==> src/rtl/demux_stream_if.sv <==
// Handshake bundle for demux_stream: one select-addressed input stream
// and N one-hot output channels with per-channel ready.
interface demux_stream_if #(
  parameter int SEL_W  = 4,
  parameter int DATA_W = 1
);
  localparam int N = 1 << SEL_W;

  logic                in_valid;
  logic                in_ready;
  logic [SEL_W-1:0]    in_sel;
  logic [DATA_W-1:0]   in_data;
  logic [N-1:0]        out_valid;
  logic [N-1:0]        out_ready;
  logic [N*DATA_W-1:0] out_data;

  modport master (
    output in_valid, in_sel, in_data, out_ready,
    input  in_ready, out_valid, out_data
  );

  modport slave (
    input  in_valid, in_sel, in_data, out_ready,
    output in_ready, out_valid, out_data
  );
endinterface

==> src/rtl/demux_stream.sv <==
// Registered 1:2^SEL_W demux; optional channel-scan sequencer under DEMUX_STREAM_SCAN_EN.
// Latency: 1 cycle from input accept to out_valid; 1 word/cycle sustained.
// Backpressure: in_ready drops while the held word's consumer is not ready (and during a scan).
module demux_stream #(
  parameter int SEL_W  = 4,
  parameter int DATA_W = 1
) (
  input  logic         clk,
  input  logic         rst_n,
  demux_stream_if.slave bus,
  input  logic         scan_start,
  output logic         scan_busy
);
  localparam int N = 1 << SEL_W;

  logic              full;
  logic [SEL_W-1:0]  sel_q;
  logic [DATA_W-1:0] data_q;
  logic              room;
  logic              ld_vld;
  logic [SEL_W-1:0]  ld_sel;
  logic [DATA_W-1:0] ld_dat;

  // Room for a new word: empty, or the held word leaves this same cycle.
  assign room = !full || bus.out_ready[sel_q];

`ifdef DEMUX_STREAM_SCAN_EN
  typedef enum logic {IDLE, SCAN} state_t;
  state_t            state, state_nxt;
  logic [SEL_W-1:0]  cnt;
  logic [DATA_W-1:0] scan_data;

  always_ff @(posedge clk or negedge rst_n) begin
    if (!rst_n) state <= IDLE;
    else        state <= state_nxt;
  end

  always_comb begin
    state_nxt = state;
    case (state)
      IDLE: if (scan_start)     state_nxt = SCAN;
      SCAN: if (room && &cnt)   state_nxt = IDLE;
      default:                  state_nxt = IDLE;
    endcase
  end

  always_comb begin
    scan_busy    = (state == SCAN);
    bus.in_ready = !scan_busy && room;
    ld_vld       = scan_busy ? room : (bus.in_valid && room);
    ld_sel       = scan_busy ? cnt : bus.in_sel;
    ld_dat       = scan_busy ? scan_data : bus.in_data;
  end

  always_ff @(posedge clk or negedge rst_n) begin
    if (!rst_n) begin
      cnt       <= '0;
      scan_data <= '0;
    end else if (state == IDLE && scan_start) begin
      cnt       <= '0;
      scan_data <= bus.in_data;
    end else if (state == SCAN && room && !(&cnt)) begin
      cnt <= cnt + 1'b1;
    end
  end
`else
  logic unused_scan_start;
  assign unused_scan_start = scan_start;
  assign scan_busy    = 1'b0;
  assign bus.in_ready = room;
  assign ld_vld       = bus.in_valid && room;
  assign ld_sel       = bus.in_sel;
  assign ld_dat       = bus.in_data;
`endif

  // A load always wins over a drain, so a pass-through keeps full set.
  always_ff @(posedge clk or negedge rst_n) begin
    if (!rst_n) begin
      full   <= 1'b0;
      sel_q  <= '0;
      data_q <= '0;
    end else if (ld_vld) begin
      full   <= 1'b1;
      sel_q  <= ld_sel;
      data_q <= ld_dat;
    end else if (full && bus.out_ready[sel_q]) begin
      full <= 1'b0;
    end
  end

  always_comb begin
    bus.out_valid = '0;
    bus.out_data  = '0;
    for (int k = 0; k < N; k++) begin
      if (full && sel_q == SEL_W'(k)) begin
        bus.out_valid[k]                  = 1'b1;
        bus.out_data[k*DATA_W +: DATA_W]  = data_q;
      end
    end
  end
endmodule

==> src/flat_wrapper.sv <==
// flat-port wrapper written by rule: the top's interface ports become plain ports
module demux_stream_flat 
#(
  parameter int SEL_W  = 4,
  parameter int DATA_W = 1
)
  (clk, rst_n, scan_start, scan_busy, bus_in_valid, bus_in_sel, bus_in_data, bus_out_ready, bus_in_ready, bus_out_valid, bus_out_data);
  demux_stream_if #(.SEL_W(SEL_W), .DATA_W(DATA_W)) bus_i ();
  input  logic clk;
  input  logic rst_n;
  input  logic scan_start;
  output logic scan_busy;
  input wire logic [$bits(bus_i.in_valid)-1:0] bus_in_valid;
  input wire logic [$bits(bus_i.in_sel)-1:0] bus_in_sel;
  input wire logic [$bits(bus_i.in_data)-1:0] bus_in_data;
  input wire logic [$bits(bus_i.out_ready)-1:0] bus_out_ready;
  output wire logic [$bits(bus_i.in_ready)-1:0] bus_in_ready;
  output wire logic [$bits(bus_i.out_valid)-1:0] bus_out_valid;
  output wire logic [$bits(bus_i.out_data)-1:0] bus_out_data;
  assign bus_i.in_valid = bus_in_valid;
  assign bus_i.in_sel = bus_in_sel;
  assign bus_i.in_data = bus_in_data;
  assign bus_i.out_ready = bus_out_ready;
  assign bus_in_ready = bus_i.in_ready;
  assign bus_out_valid = bus_i.out_valid;
  assign bus_out_data = bus_i.out_data;
  demux_stream #(.SEL_W(SEL_W), .DATA_W(DATA_W)) u_core (.clk(clk), .rst_n(rst_n), .bus(bus_i), .scan_start(scan_start), .scan_busy(scan_busy));
endmodule
==> config.mk <==
export PLATFORM = sky130hd
export DESIGN_NAME = demux_stream_flat
export DESIGN_NICKNAME = d
export VERILOG_FILES = /design/src/rtl/demux_stream_if.sv /design/src/rtl/demux_stream.sv /design/src/flat_wrapper.sv
export SDC_FILE = /design/constraint.sdc
export NUM_CORES = 1
export LEC_CHECK = 0
export BUFFER_PORTS_ARGS = -buffer_cell sky130_fd_sc_hd__buf_2
export CORE_ASPECT_RATIO = 0.75
export CORE_MARGIN = 4
export CORE_UTILIZATION = 37
export CTS_CLUSTER_DIAMETER = 80
export DETAILED_ROUTE_END_ITERATION = 8
export GPL_TIMING_DRIVEN = 0
export PLACE_DENSITY = 0.78
export RECOVER_POWER = 50
export SLEW_MARGIN = 10
export SYNTH_ARGS = -nofsm -noshare
export SYNTH_HDL_FRONTEND = slang
export SYNTH_SLANG_ARGS = --single-unit
==> constraint.sdc <==
create_clock -name clk -period 2.7 [get_ports clk]
set_clock_uncertainty 0.2 [all_clocks]
set_input_delay 0.135 -clock clk [delete_from_list [all_inputs] [get_ports clk]]
set_output_delay 0.135 -clock clk [all_outputs]
set_load 0.03 [all_outputs]
# [After elaboration in Yosys (flattened, before gate mapping)]
# Cells that the tools add are included.
[classes] magnitude_cmp=1 n_eq_ne=15 muxes=36 n_reduce_logical=22
[ops] op="$mux W1" n=35
[ops] op="$eq A4 B4 Y1 const B" n=8
[ops] op="$logic_and A1 B1 Y1" n=18
[ops] op="$eq A4 B3 Y1 const B" n=4
[ops] op="$eq A4 B2 Y1 const B" n=2
[ops] op="$lt A4 B5 Y1 const B" n=1
[ops] op="$bmux W1 S4" n=1
[ops] op="$eq A4 B1 Y1 const B" n=1
[ops] op="$logic_not A4 Y1" n=1
[ops] op="$reduce_bool A2 Y1" n=1
[ops] op="$logic_not A1 Y1" n=1
[ops] op="$logic_or A1 B1 Y1" n=1
[word_totals] ff_bits=6 inputBits=25 output_inout_bits=34 elab_cells=77

# [Longest topological paths before layout]
[depth] depth_word=5 mapped_depth=6

# [Least setup slack after synthesis]
# No wires, ideal clock.
[synth_path] path_type="reg2out" from="reg u_core.sel_q[1]" to="out bus_out_valid[0]" arrival_ns=1.842 required_time_ns=2.365 setup_slack_ns=0.523 stages_incl_launch_ff=5 cell_sequence="dfrtp_1 clkbuf_1 or3b_2 clkbuf_1 nor3_1"
[synth_via] elab_chain_cells=3
[synth_lines] item="from (decl)" line="demux_stream.sv:17" text="logic [SEL_W-1:0] sel_q;"
[synth_lines] item="from (signal assigned)" line="demux_stream.sv:84" text="sel_q <= ld_sel;"
[synth_lines] item="$logic_not A4 Y1" line="demux_stream.sv:95" text="if (full && sel_q == SEL_W'(k)) begin"
[synth_lines] item="$logic_and A1 B1 Y1" line="demux_stream.sv:95"
[synth_lines] item="$mux W1" line="demux_stream.sv:95"
[synth_lines] item="to (decl)" line="flat_wrapper.sv:18" text="output wire logic [$bits(bus_i.out_valid)-1:0] bus_out_valid;"
# No other way between the ends.

# [Worst setup path in the final report]
[layout_path] from="reg u_core.sel_q[2]" to="out bus_in_ready"
[layout_via] elab_chain_cells=3
[layout_lines] item="$bmux W1 S4" line="demux_stream.sv:25" text="assign room = !full || bus.out_ready[sel_q];"
[layout_lines] item="$mux W1 (implied by the code)" line="demux_stream.sv:25"
[layout_lines] item="$logic_or A1 B1 Y1" line="demux_stream.sv:25"
[layout_lines] item="to (decl)" line="flat_wrapper.sv:17" text="output wire logic [$bits(bus_i.in_ready)-1:0] bus_in_ready;"
# No other way between the ends. The select of a mux whose other input is x is not followed.

==> flow_summary_export.csv <==
group,metric,value,unit
power_and_ir_drop,leakage,0.5207,nW
synth,synthesized_area_per_cell,7.802,um2
power_and_ir_drop,power_density,1084,nW/um2
place,routabilityCongestion,0.7444,
power_and_ir_drop,power_frac_comb,78.0,%
status,status,"completed",
routing,route.vias.total,860,
place,count_of_input_and_output_buffers,56,
synth,synth_fp_nets,114,
clock_network,clock_pin_transition_on_the_worst_setup_and_hold_timing_paths,40,ps
synth,post_synth_instance_area,694.4,um2
grt,grt_antenna_before_repair,0,
clock_network,clk_path_buf_depth,2,
synth,synth_cell_type_count,32,
sta,report.final.setup_viol,0,
power_and_ir_drop,switching_power,0.0006331,W
die,fp.dieArea,2641,um2
synth,synth.yosys.warnings,0,
min_path,hold_path.class,"in2reg",
layout,post_route_cells_drive_above_1_share,37.01,%
die,die_w,58.03,um
power_and_ir_drop,p_int,0.0005238,W
power_and_ir_drop,seqPwrFrac,14.8,%
sta,final_hold_viol_count,0,
grt,gr-usage-all-layers,15.95,%
sta,highest_attainable_clock_frequency,429.7,MHz
place,preCtsSetupSlack,505.2,ps
sta,worst_hold_slack,58.33,ps
routing,drt_iter0_drc,22,
synth,synth_seq_area_share,21.62,%
critical_path,arrival,1990,ps
power_and_ir_drop,power.share.clock,7.2,%
critical_path,timing.critical_path.required,2370,ps
run,max_cap_viol_count,0,
routing,postRouteAntennaNets,0,
grt,first_global_vias,718,
die,start_util,39.53,%
critical_path,crit_path_max_fanout,9,
routing,detail_route.vias_per_cell,4.886,
die,placeable_core_region,1757,um2
clock_network,worstSkewPairLatency,250,ps
sta,slew_headroom,65.93,%
layout,layout.nets,181,
sta,fin_tns_setup,0,ps
clock_network,postCtsSetupBuffers,0,
grt,globalRouteOverflowTotal,0,
sta,finalCriticalPeriod,2327,ps
layout,synthToLayoutAreaGrowth,53.69,%
clock_network,h-tree-depth,1,
sta,timing.final.max_slew_violations,0,
die,die_h,45.52,um
routing,detail_route.drc_violations,0,
grt,first_pass_grt_wire_length,3222,um
critical_path,critical_path.startpoint_type,"flip-flop",
layout,n_antenna_cell,0,
routing,drt_first_pass_iters,4,
critical_path,worst-setup-path-type,"reg2out",
grt,pin_count_of_the_biggest_net_entering_global_routing,11,
power_and_ir_drop,peakVddDrop,0.0006484,V
routing,routed_wire_per_std_cell,11.76,um
routing,wl,2069,um
sta,grt_setup_unrepaired,"false",
synth,postSynthRegisterBits,6,
clock_network,cts_made_buffers,3,
clock_network,tritoncts_num_sinks,6,
die,rows,13,
sta,fin_ws,373.0,ps
critical_path,r2r_slack,520,ps
critical_path,worst_setup_path_end_kind,"output pin",
synth,synthesis.instances,89,
place,detailedPlacementHpwl,1618,um
sta,min_period_over_period,86.18,%
sta,worst-slew-pin-transition,498.1,ps
power_and_ir_drop,power.share.switching,54.72,%
clock_network,tritoncts,"built",
clock_network,cts-root-buf,"sky130_fd_sc_hd__clkbuf_4",
die,ioPinCount,59,
-- through the flow --
stage / power (W) / util [%] / area (um2) / cells
2_1_floorplan: 0.0008796 / - / 694.4 / 89
6_report: 0.001157 / 60.76 / 1067 / 176
3_5_place_dp: 0.001080 / 57.05 / 1002 / 167
3_3_place_gp: 0.001056 / 57.05 / 1002 / 167
5_1_grt: 0.001253 / 60.76 / 1067 / 176
4_1_cts: 0.001177 / 61.75 / 1085 / 176
-- cells by family (layout without fill, tap and decap cells) --
kind of cell           Yosys count  in the layout  synth area share (%)
AOI/OAI and AO/OA                9              9                 12.61
buffers and inverters            9             74                 7.568
muxes                           11             11                 20.18
DFF                              6              6                 21.62
and+or+nand+nor                 53             53                 37.48
other                            1              1                0.5400
-- power by group through the flow --
stage	logic (W)	registers [W]	clock network (W)
2_1_floorplan	0.000713	0.000166	0
3_3_place_gp	0.000885	0.000171	0
3_5_place_dp	0.000907	0.000173	0
4_1_cts	0.000917	0.000172	0.0000878
5_1_grt	0.000979	0.000180	0.0000935
6_report	0.000903	0.000171	0.0000830
-- synthesized netlist by cell type (all sizes together) --
library cell	number	area share, %
a2111oi	1	1.3
a21boi	1	1.1
a21oi	1	0.72
a221o	1	1.4
and2	1	0.90
and3	1	0.90
and4	1	1.3
buf	4	4.9
clkbuf	5	2.7
conb	1	0.54
dfrtp	6	22
mux2	5	9.7
mux2i	5	7.2
mux4	1	3.2
nand2	3	1.6
nand2b	3	2.7
nand3	3	2.9
nand3b	4	4.3
nor2	29	16
nor2b	1	0.90
nor3	4	2.9
nor3b	2	2.2
o211a	1	2.5
o21a	1	1.1
o21ai	1	0.72
o21ba	1	1.4
o41ai	1	2.3
or3b	1	1.3
-- final cells by class --
class                      instances  area (um2)
fill                             180       689.4
multi-input combinational         74       491.7
timing repair buffer              62       322.8
sequential                         6       150.1
buffer                             9       52.55
tap                               22       27.53
clock buffer                       3       22.52
-- sequential cells by signal, summed over array words and instances (netlist names) --
name	count
u_core.full	1
u_core.data_q	1
u_core.sel_q	4
-- placed cells by master, fill, tap and decap left out, drive strengths merged, types with 4 or more instances in the layout --
master / n
nor3: 4
dlygate4sd3: 6
mux2i: 5
dfrtp: 6
buf: 45
nand3b: 4
mux2: 5
nor2: 29
clkbuf: 23
-- worst max-delay path, cell delays in order, from the launching register on --
cell and delay [ps]:
sky130_fd_sc_hd__dfrtp_1 360, sky130_fd_sc_hd__buf_6 140, sky130_fd_sc_hd__mux2i_1 110, sky130_fd_sc_hd__and3_1 180, sky130_fd_sc_hd__o41ai_2 520, sky130_fd_sc_hd__o21a_1 220
sky130_fd_sc_hd__buf_2 210
-- routing by layer --
layer,share of wire [%],vias to the layer above,GRT usage (%)
met3,9.1,2,6.516
met2,49,28,25.45
met5,0,-,0
li1,-,440,-
met4,0.48,0,2.778
met1,41,390,20.61
-- worst paths after layout --
| kind | start | end | depth (start not counted) |
|---|---|---|---|
| min | bus_in_sel[1] | u_core.sel_q[1] | 3 |
| max reg2reg | u_core.sel_q[2] | u_core.data_q | 6 |
| min in group asynchronous | rst_n | u_core.full | 2 |
| max in group asynchronous | rst_n | u_core.sel_q[2] | 2 |
| min reg2reg | u_core.data_q | u_core.data_q | 1 |
| max | u_core.sel_q[2] | bus_in_ready | 6 |
-- what timing repair did --
| item | 4_1_cts | 5_1_grt |
|---|---|---|
| hold buffers | 6 | 0 |
| gates resized for setup | 0 | 0 |
| hold endpoints to repair | 11 | 0 |
Note: power is estimated with default switching activity, not from simulation.
